==> src/rtl/serial_port.sv <==
// 8051-style serial port: SCON/SBUF SFRs, modes 1-3 UART transmitter and
// receiver with 16x oversampling and 2-of-3 majority bit sampling.
module serial_port #(
  parameter logic [7:0] SCON_ADDRESS = 8'h98,
  parameter logic [7:0] SBUF_ADDRESS = 8'h99
) (
  input  logic       CPUClock,
  input  logic       RESET,
  input  logic [7:0] DIR_RD_ADDRS,
  input  logic [7:0] DIR_WR_ADDRS,
  input  logic [7:0] WR_DATA,
  output logic [7:0] RD_DATA,
  input  logic       WR_EN,
  input  logic       DIRECT_WR,
  input  logic       TERM_COUNT1,
  input  logic       SMOD,
  input  logic       RXD_IN,
  output logic       TXD_OUT,
  output logic       SER_INT_REQ
);

  typedef enum logic {TX_IDLE, TX_SEND} tx_state_t;
  typedef enum logic [2:0] {RX_IDLE, RX_START, RX_DATA, RX_BIT9, RX_STOP} rx_state_t;

  logic [7:0] scon, sbuf_rx;
  logic [1:0] mode;
  logic       nine_bit, scon_wr, sbuf_wr, mode_chg;

  assign mode     = scon[7:6];
  assign nine_bit = scon[7];
  assign scon_wr  = WR_EN && DIRECT_WR && (DIR_WR_ADDRS == SCON_ADDRESS);
  assign sbuf_wr  = WR_EN && DIRECT_WR && (DIR_WR_ADDRS == SBUF_ADDRESS);
  assign mode_chg = scon_wr && (WR_DATA[7:6] != mode);

  // Sample tick generation (16 ticks per bit)
  logic       tc_half, tick;
  logic [1:0] div;

  always_ff @(posedge CPUClock) begin
    if (RESET) begin
      tc_half <= 1'b0;
      div     <= '0;
    end else begin
      div <= div + 2'd1;
      if (TERM_COUNT1) tc_half <= ~tc_half;
    end
  end

  always_comb begin
    tick = 1'b0;
    case (mode)
      2'b01, 2'b11: tick = TERM_COUNT1 && (SMOD || tc_half);
      2'b10:        tick = SMOD ? div[0] : (div == 2'b11);
      default:      tick = 1'b0;
    endcase
  end

  // Transmitter
  tx_state_t  tx_state, tx_state_n;
  logic [8:0] tx_shift, tx_shift_n;
  logic [3:0] tx_bit, tx_bit_n, tx_cnt, tx_cnt_n, tx_last;
  logic       set_ti;

  always_ff @(posedge CPUClock) begin
    if (RESET) begin
      tx_state <= TX_IDLE;
      tx_shift <= '0;
      tx_bit   <= '0;
      tx_cnt   <= '0;
    end else begin
      tx_state <= tx_state_n;
      tx_shift <= tx_shift_n;
      tx_bit   <= tx_bit_n;
      tx_cnt   <= tx_cnt_n;
    end
  end

  always_comb begin
    tx_state_n = tx_state;
    tx_shift_n = tx_shift;
    tx_bit_n   = tx_bit;
    tx_cnt_n   = tx_cnt;
    set_ti     = 1'b0;
    tx_last    = nine_bit ? 4'd10 : 4'd9;
    case (tx_state)
      TX_IDLE: begin
        if (sbuf_wr && (mode != 2'b00)) begin
          tx_state_n = TX_SEND;
          tx_shift_n = {scon[3], WR_DATA};
          tx_bit_n   = '0;
          tx_cnt_n   = '0;
        end
      end
      TX_SEND: begin
        if (tick) begin
          tx_cnt_n = tx_cnt + 4'd1;
          if (tx_cnt == 4'd15) begin
            if (tx_bit == tx_last) begin
              tx_state_n = TX_IDLE;
            end else begin
              tx_bit_n = tx_bit + 4'd1;
              if ((tx_bit + 4'd1) == tx_last) set_ti = 1'b1;
            end
          end
        end
      end
      default: tx_state_n = TX_IDLE;
    endcase
    if (mode_chg) begin
      tx_state_n = TX_IDLE;
      set_ti     = 1'b0;
    end
  end

  always_comb begin
    TXD_OUT = 1'b1;
    if (tx_state == TX_SEND) begin
      case (tx_bit)
        4'd0:                                    TXD_OUT = 1'b0;
        4'd1, 4'd2, 4'd3, 4'd4, 4'd5, 4'd6, 4'd7, 4'd8: TXD_OUT = tx_shift[tx_bit - 4'd1];
        4'd9:                                    TXD_OUT = nine_bit ? tx_shift[8] : 1'b1;
        default:                                 TXD_OUT = 1'b1;
      endcase
    end
  end

  // Receiver
  rx_state_t  rx_state, rx_state_n;
  logic [3:0] rx_cnt, rx_cnt_n;
  logic [2:0] rx_bit, rx_bit_n;
  logic [1:0] rx_votes, rx_votes_n;
  logic [7:0] rx_shift, rx_shift_n;
  logic       rx_nine, rx_nine_n;
  logic       rxd_s1, rxd_s2, rxd_d;
  logic       maj, rb, rx_load, rx_abort;

  always_ff @(posedge CPUClock) begin
    if (RESET) begin
      rxd_s1   <= 1'b1;
      rxd_s2   <= 1'b1;
      rxd_d    <= 1'b1;
      rx_state <= RX_IDLE;
      rx_cnt   <= '0;
      rx_bit   <= '0;
      rx_votes <= '0;
      rx_shift <= '0;
      rx_nine  <= 1'b0;
    end else begin
      rxd_s1   <= RXD_IN;
      rxd_s2   <= rxd_s1;
      rxd_d    <= rxd_s2;
      rx_state <= rx_state_n;
      rx_cnt   <= rx_cnt_n;
      rx_bit   <= rx_bit_n;
      rx_votes <= rx_votes_n;
      rx_shift <= rx_shift_n;
      rx_nine  <= rx_nine_n;
    end
  end

  // Majority uses the two stored votes plus the live third sample
  assign maj      = (rx_votes[0] & rx_votes[1]) | ((rx_votes[0] | rx_votes[1]) & rxd_s2);
  assign rb       = nine_bit ? rx_nine : maj;
  assign rx_abort = !scon[4] || (scon_wr && (!WR_DATA[4] || mode_chg));

  always_comb begin
    rx_state_n = rx_state;
    rx_cnt_n   = rx_cnt;
    rx_bit_n   = rx_bit;
    rx_votes_n = rx_votes;
    rx_shift_n = rx_shift;
    rx_nine_n  = rx_nine;
    rx_load    = 1'b0;
    if (rx_state == RX_IDLE) begin
      if ((mode != 2'b00) && rxd_d && !rxd_s2) begin
        rx_state_n = RX_START;
        rx_cnt_n   = '0;
      end
    end else if (tick) begin
      rx_cnt_n = rx_cnt + 4'd1;
      if (rx_cnt == 4'd7) rx_votes_n[0] = rxd_s2;
      if (rx_cnt == 4'd8) rx_votes_n[1] = rxd_s2;
      if (rx_cnt == 4'd9) begin
        case (rx_state)
          RX_START: if (maj) rx_state_n = RX_IDLE;
          RX_DATA:  rx_shift_n = {maj, rx_shift[7:1]};
          RX_BIT9:  rx_nine_n = maj;
          RX_STOP: begin
            rx_state_n = RX_IDLE;
            rx_load    = !scon[0] && (!scon[5] || rb);
          end
          default:  rx_state_n = RX_IDLE;
        endcase
      end
      if (rx_cnt == 4'd15) begin
        case (rx_state)
          RX_START: begin
            rx_state_n = RX_DATA;
            rx_bit_n   = '0;
          end
          RX_DATA: begin
            if (rx_bit == 3'd7) rx_state_n = nine_bit ? RX_BIT9 : RX_STOP;
            else                rx_bit_n   = rx_bit + 3'd1;
          end
          RX_BIT9: rx_state_n = RX_STOP;
          default: rx_state_n = RX_IDLE;
        endcase
      end
    end
    if (rx_abort) begin
      rx_state_n = RX_IDLE;
      rx_load    = 1'b0;
    end
  end

  // SFRs: hardware flag sets override a same-cycle software write
  always_ff @(posedge CPUClock) begin
    if (RESET) begin
      scon    <= '0;
      sbuf_rx <= '0;
    end else begin
      if (scon_wr) scon <= WR_DATA;
      if (set_ti)  scon[1] <= 1'b1;
      if (rx_load) begin
        scon[0] <= 1'b1;
        scon[2] <= rb;
        sbuf_rx <= rx_shift;
      end
    end
  end

  always_comb begin
    if (DIR_RD_ADDRS == SCON_ADDRESS)      RD_DATA = scon;
    else if (DIR_RD_ADDRS == SBUF_ADDRESS) RD_DATA = sbuf_rx;
    else                                   RD_DATA = 8'h00;
  end

  assign SER_INT_REQ = scon[1] | scon[0];

endmodule

==> config.mk <==
export PLATFORM = sky130hd
export DESIGN_NAME = serial_port
export DESIGN_NICKNAME = d
export VERILOG_FILES = /design/src/rtl/serial_port.sv
export SDC_FILE = /design/constraint.sdc
export NUM_CORES = 1
export LEC_CHECK = 0
export CAP_MARGIN = 0
export CORE_MARGIN = 2
export CORE_UTILIZATION = 55
export CTS_CLUSTER_SIZE = 30
export DETAILED_ROUTE_END_ITERATION = 7
export GPL_TIMING_DRIVEN = 1
export HOLD_SLACK_MARGIN = 0.02
export PLACE_DENSITY = 0.79
export RECOVER_POWER = 25
export SYNTH_ARGS = -nofsm -noshare
export SYNTH_HDL_FRONTEND = slang
export SYNTH_SLANG_ARGS = --single-unit
==> constraint.sdc <==
create_clock -name CPUClock -period 2.7 [get_ports CPUClock]
set_input_delay 0.54 -clock CPUClock [delete_from_list [all_inputs] [get_ports CPUClock]]
set_output_delay 0.54 -clock CPUClock [all_outputs]
set_load 0.02 [all_outputs]
---- After elaboration in Yosys (flattened, before gate mapping) ----
Index checks and enable logic that the tools add are counted.
operators by class
  add/subtract/negate cells ............... 6
  $mul .................................... 0
  divide/modulo/power cells ............... 0
  $lt $le $gt $ge ......................... 1
  eq/ne operators ......................... 36
  shift operators ......................... 0
  multiplexer cells ....................... 53
  bitwise operators ....................... 8
  reductions and logical operators ........ 40
operator list
  operator             number
  $eq 8x8->1 const B   4
  $mux 4               8
  $mux 3               10
  $eq 4x4->1 const B   6
  $mux 1               23
  $eq 4x3->1 const B   5
  $mux 8               2
  $pmux 4 s2           2
  $add 4x1->4 const B  3
  $pmux 3 s2           2
  $reduce_and 4->1     3
  $logic_and 1x1->1    10
  $reduce_bool 2->1    5
  $pmux 3 s3           1
  $eq 4x2->1 const B   2
  $eq 4x4->1           2
  $ne 2x2->1 const B   4
  $reduce_or 2->1      4
  $reduce_or 8->1      1
  $eq 2x2->1 const B   3
  $eq 3x2->1 const B   2
  $eq 3x3->1 const B   2
  $reduce_and 2->1     3
  $reduce_and 3->1     2
  21 further kinds     35
word-level totals
  register bits after elaboration ......... 61
  bits in latches ......................... 0
  RAM bits ................................ 0
  bits in read-only memories .............. 0
  output and inout bits ................... 10
  memories ................................ 0

---- Logic depth before layout (Yosys ltp) ----
Gate-level depths: netlist of run 1.
  depth in word-level cells ............... 12
  depth in mapped cells ................... 7
  gate-level depth less buffers ........... 7

---- Worst setup path before layout of run 1 ----
OpenSTA, ideal clock, no wires.
  path kind ............................... register to output
  from .................................... register tx_bit[0]
  to ...................................... output TXD_OUT
  arrival ................................. 1857 ps
  path slack .............................. 303 ps
  cell stages (with the launch flop) ...... 7
  path buffers ............................ 1
  cells stage by stage .................... dfxtp_1 > buf_2 > inv_1 > ha_1 > mux4_2 > mux2i_1 > o2111ai_1
between the ends
  word-level cells in the longest chain between the ends .. 5
  elaborated cells between the ends (all ways) .. 16
  classes of those cells .................. add/sub: 1; eq/ne: 9; mux: 4; reduce/logical: 2
RTL lines
  what                          line  source
  start: declaration            61    logic [3:0] tx_bit, tx_bit_n, tx_cnt, tx_cnt_n, tx_last;
  start signal: assignment      73    tx_bit <= tx_bit_n;
  $sub 4x1->4                   120   4'd1, 4'd2, 4'd3, 4'd4, 4'd5, 4'd6, 4'd7, 4'd8: TXD_OUT = tx_shift[tx_bit - 4'd1];
  $bmux 1 s4                    120
  $mux 1 (implied by the code)  120
  $pmux 1 s3 *                  118   case (tx_bit)
  $mux 1 *                      117   if (tx_state == TX_SEND) begin
  end: declaration              18    output logic TXD_OUT,
Every way passes the cells marked *; elsewhere a longest branch is shown, timed or not. The select of a mux whose other input is x is not followed.

---- Worst setup path in the final report of run 1 ----
Ends and elaborated chain as after synthesis.

==> metrics.md, run 1 <==
| Metric | Value |
|---|---|
| Clock transition at path regs | 0.07 ns |
| Seq. cell area | 1220 um^2 |
| Detailed-route wire length per cell | 15.3 um |
| Flops & latches, synth | 61 |
| Int Power | 1.65 mW |
| Top Ports | 41 |
| Overall Global Routing Usage | 0.252 |
| Final core occ | 0.710 |
| CP Capture Type | primary output |
| Seq/Total Area, Yosys | 0.382 |
| Met1 global-route usage | 0.318 |
| Yosys warns | 0 |
| Post-CTS Setup Inserts | 0 |
| Core ar. | 5570 um^2 |
| Gr busiest metal | met2 |
| Final period util | 0.958 |
| Horiz. Die Dim | 80.2 um |
| Layout area overhead | 24.0% |
| Status | complete, no violations |
| Met3 Use GR | 0.0382 |
| Slew headroom | 0.364 |
| Vias post-DR | 2959 |
| Clk root buf | clkbuf_8 |
| Initial Util | 0.573 |
| Worst setup SP type | register |
| ANT cells | 0 |
| Vias in the first global route | 2740 |
| # hold bufs at CTS | 0 |
| Setup TNS | 0 ns |
| Syn avg cell area | 8.50 um^2 |
| Num CTS Buffers | 9 |
| Post-synth top area share | 0.382 |
| Max VDD drop | 0.310 mV |
| Share of cells above drive strength 1 | 0.103 |
| DR iter-0 viols | 187 |
| Critical Path RT | 2.16 ns |
| Post-Synthesis Net Count | 418 |
| Ys async rst share | 0 |
| Leading cell types by total area after synthesis | dfxtp_1, mux2i_1, nor2_1 |
| Max-cap check violation count | 0 |
| Combinational Power Share | 0.043 |
| Clock Sinks | 61 |
| Clock Latency Late Sink | 0.35 ns |
| Ys flop type | dfxtp_1 |
| Met2 usage | 0.420 |
| Area of the multi-input gates | 1850 um^2 |
| DP HPWL | 5.47 mm |
| Crit path max fanout | 3 |
| CTS Buffer Depth | 2 |
| Max Transition Viols Final | 0 |
| Routed wire length | 7.65 mm |
| Setup violators final | 0 |
| # rows | 27 |
| Final Hold Viols | 0 |
| Leak | 1.53 nW |
| GRT Residual Overflow | 0 |
| Yosys top cell by area | dfxtp_1 |
| Worst r2r path cells | 7 |
| Minimum clock period | 2.59 ns |
| FMAX | 387 MHz |
| Psw | 0.408 mW |
| RSZ-0062 raised after global routing | no |
| CP Data Arrival Time | 2.05 ns |
| Via density per instance | 5.93 |
| Hold path depth | 1 |
| Worst-margin pin slew | 0.955 ns |
| Synth cell types | 55 |
| First-pass GRT wire length | 12.6 mm |
| Fillcell total | 435 |
| DRT Pass-1 Iters | 4 |
| Post-CTS sizing | 12 |
| Synth Instances | 376 |
| Sw frac | 0.198 |
| TritonCTS clock tree | built |
| Post-synth EDFFs | 0 |
| Worst hold-check path type | reg -> reg |
| Power Density | 519 nW/um^2 |
| Most frequent cell after synthesis | dfxtp_1 |
| Die ar. | 6430 um^2 |
| Clock power share | 0.515 |
| Buffers on Ports | 40 |
| Register share of total power | 0.442 |
| Largest net degree at the start of global routing | 24 |
| Netlist Area Pre-Place | 3190 um^2 |
| Setup Skew | 0.00910 ns |
| Antenna Nets Post-Route | 0 |
| Worst Path Class, Setup | reg -> out |
| Initial antenna violation count | 0 |
| Most instantiated cells after synthesis | dfxtp_1, nor2_1, nand2_1 |
| Nets@finish | 464 |
| Number of remaining DRC errors | 0 |
| Die height | 80.2 um |
| GPL Wtd Cong | 0.801 |
| Tot Pwr | 2.06 mW |
| Htree depth | 3 |
## area by class of cell
cell class,instances,share of cell area
inverter,8,0.00758
tap,72,0.0227
clock inverter,3,0.0227
sequential,61,0.308
clock buffer,13,0.0427
timing repair buffer,57,0.128
multi-input combinational,285,0.468
## routing by layer
layer	up-vias	wire, um	part of all wire
met4	0	148	0.019
met2	87	3810	0.50
met5	-	0	0
met1	1408	3290	0.43
met3	18	407	0.053
li1	1446	-	-
## metrics by stage
stage                     area [um^2]  cells  setup slack [ns]  hold WS [ns]
after global routing             3960    499            0.0218         0.452
after floorplan                  3190    376             0.303         0.389
after global placement           3730    483           -0.0748         0.396
final                            3960    499             0.114         0.415
after CTS                        3970    499            0.0953         0.420
after detailed placement         3730    483            -0.172         0.400
## final timing paths
check	start	slack [ns]	to
setup / recovery	tx_bit[0]	0.11	TXD_OUT
hold reg to reg	rxd_s1	0.42	rxd_s2
hold / removal	rxd_s1	0.42	rxd_s2
setup reg to reg	rx_bit[0]	0.44	rx_bit[0]
## kinds of logic (layout without fill, tap and decap cells)
group	count (synthesis)	after routing	synth area share
multiplexers	32	32	0.108
adder cells (fa/ha/maj)	12	12	0.0462
flip-flops	61	61	0.382
AO/OA/AOI/OAI	79	79	0.158
XOR/XNOR	8	8	0.0219
AND/OR/NAND/NOR	154	154	0.245
buffers and inverters	30	81	0.0380
## layout by cell type, fill, tap and decap left out, types with 3 or more instances in the layout
cell,instances
dfxtp_1,61
nor2_1,40
nand2_1,34
mux2i_1,30
a21oi_1,29
clkdlybuf4s50_1,29
o21ai_0,21
nand3_1,19
nor3_1,13
buf_4,13
clkbuf_8,12
ha_1,11
inv_1,8
dlygate4sd2_1,8
xnor2_1,7
or3_1,7
nand4_1,5
clkbuf_1,5
or2_2,4
nor2b_1,4
o211ai_1,4
nor4_1,4
a211oi_1,4
and3_1,4
nor4bb_1,3
nand2b_1,3
o21a_1,3
nor3b_1,3
a31oi_1,3
bufinv_16,3
## power by group through the flow
stage / clock [mW] / sequential (mW) / combinational [mW]
6_report: 1.06 / 0.909 / 0.0876
5_1_grt: 1.11 / 0.909 / 0.0948
4_1_cts: 1.07 / 0.909 / 0.0895
3_5_place_dp: 0 / 0.930 / 0.0889
3_3_place_gp: 0 / 0.929 / 0.0878
2_1_floorplan: 0 / 0.929 / 0.0319
## critical path: stages (launching register included)
cell,delay [ns]
dfxtp_1,0.33
inv_1,0.07
ha_1,0.33
mux4_2,0.49
mux2i_1,0.15
o2111ai_1,0.13
buf_2,0.18
## state kept, by name (all words and copies together) (netlist names), 2 cells and up
signal	flops
div	2
tx_shift	9
scon	8
tx_cnt	4
rx_shift	8
tx_bit	4
rx_votes	2
rx_state	3
rx_cnt	4
sbuf_rx	8
rx_bit	3
Note: power is estimated with default switching activity, not from simulation.
==> run 2, diff against run 1 <==
--- a/config.mk
+++ b/config.mk
@@ -17,3 +17,4 @@
 export SYNTH_ARGS = -nofsm -noshare
 export SYNTH_HDL_FRONTEND = slang
 export SYNTH_SLANG_ARGS = --single-unit
+export TNS_END_PERCENT = 100
==> results of run 2 <==
The final DEF is identical to that of run 1; final timing and power are the same.
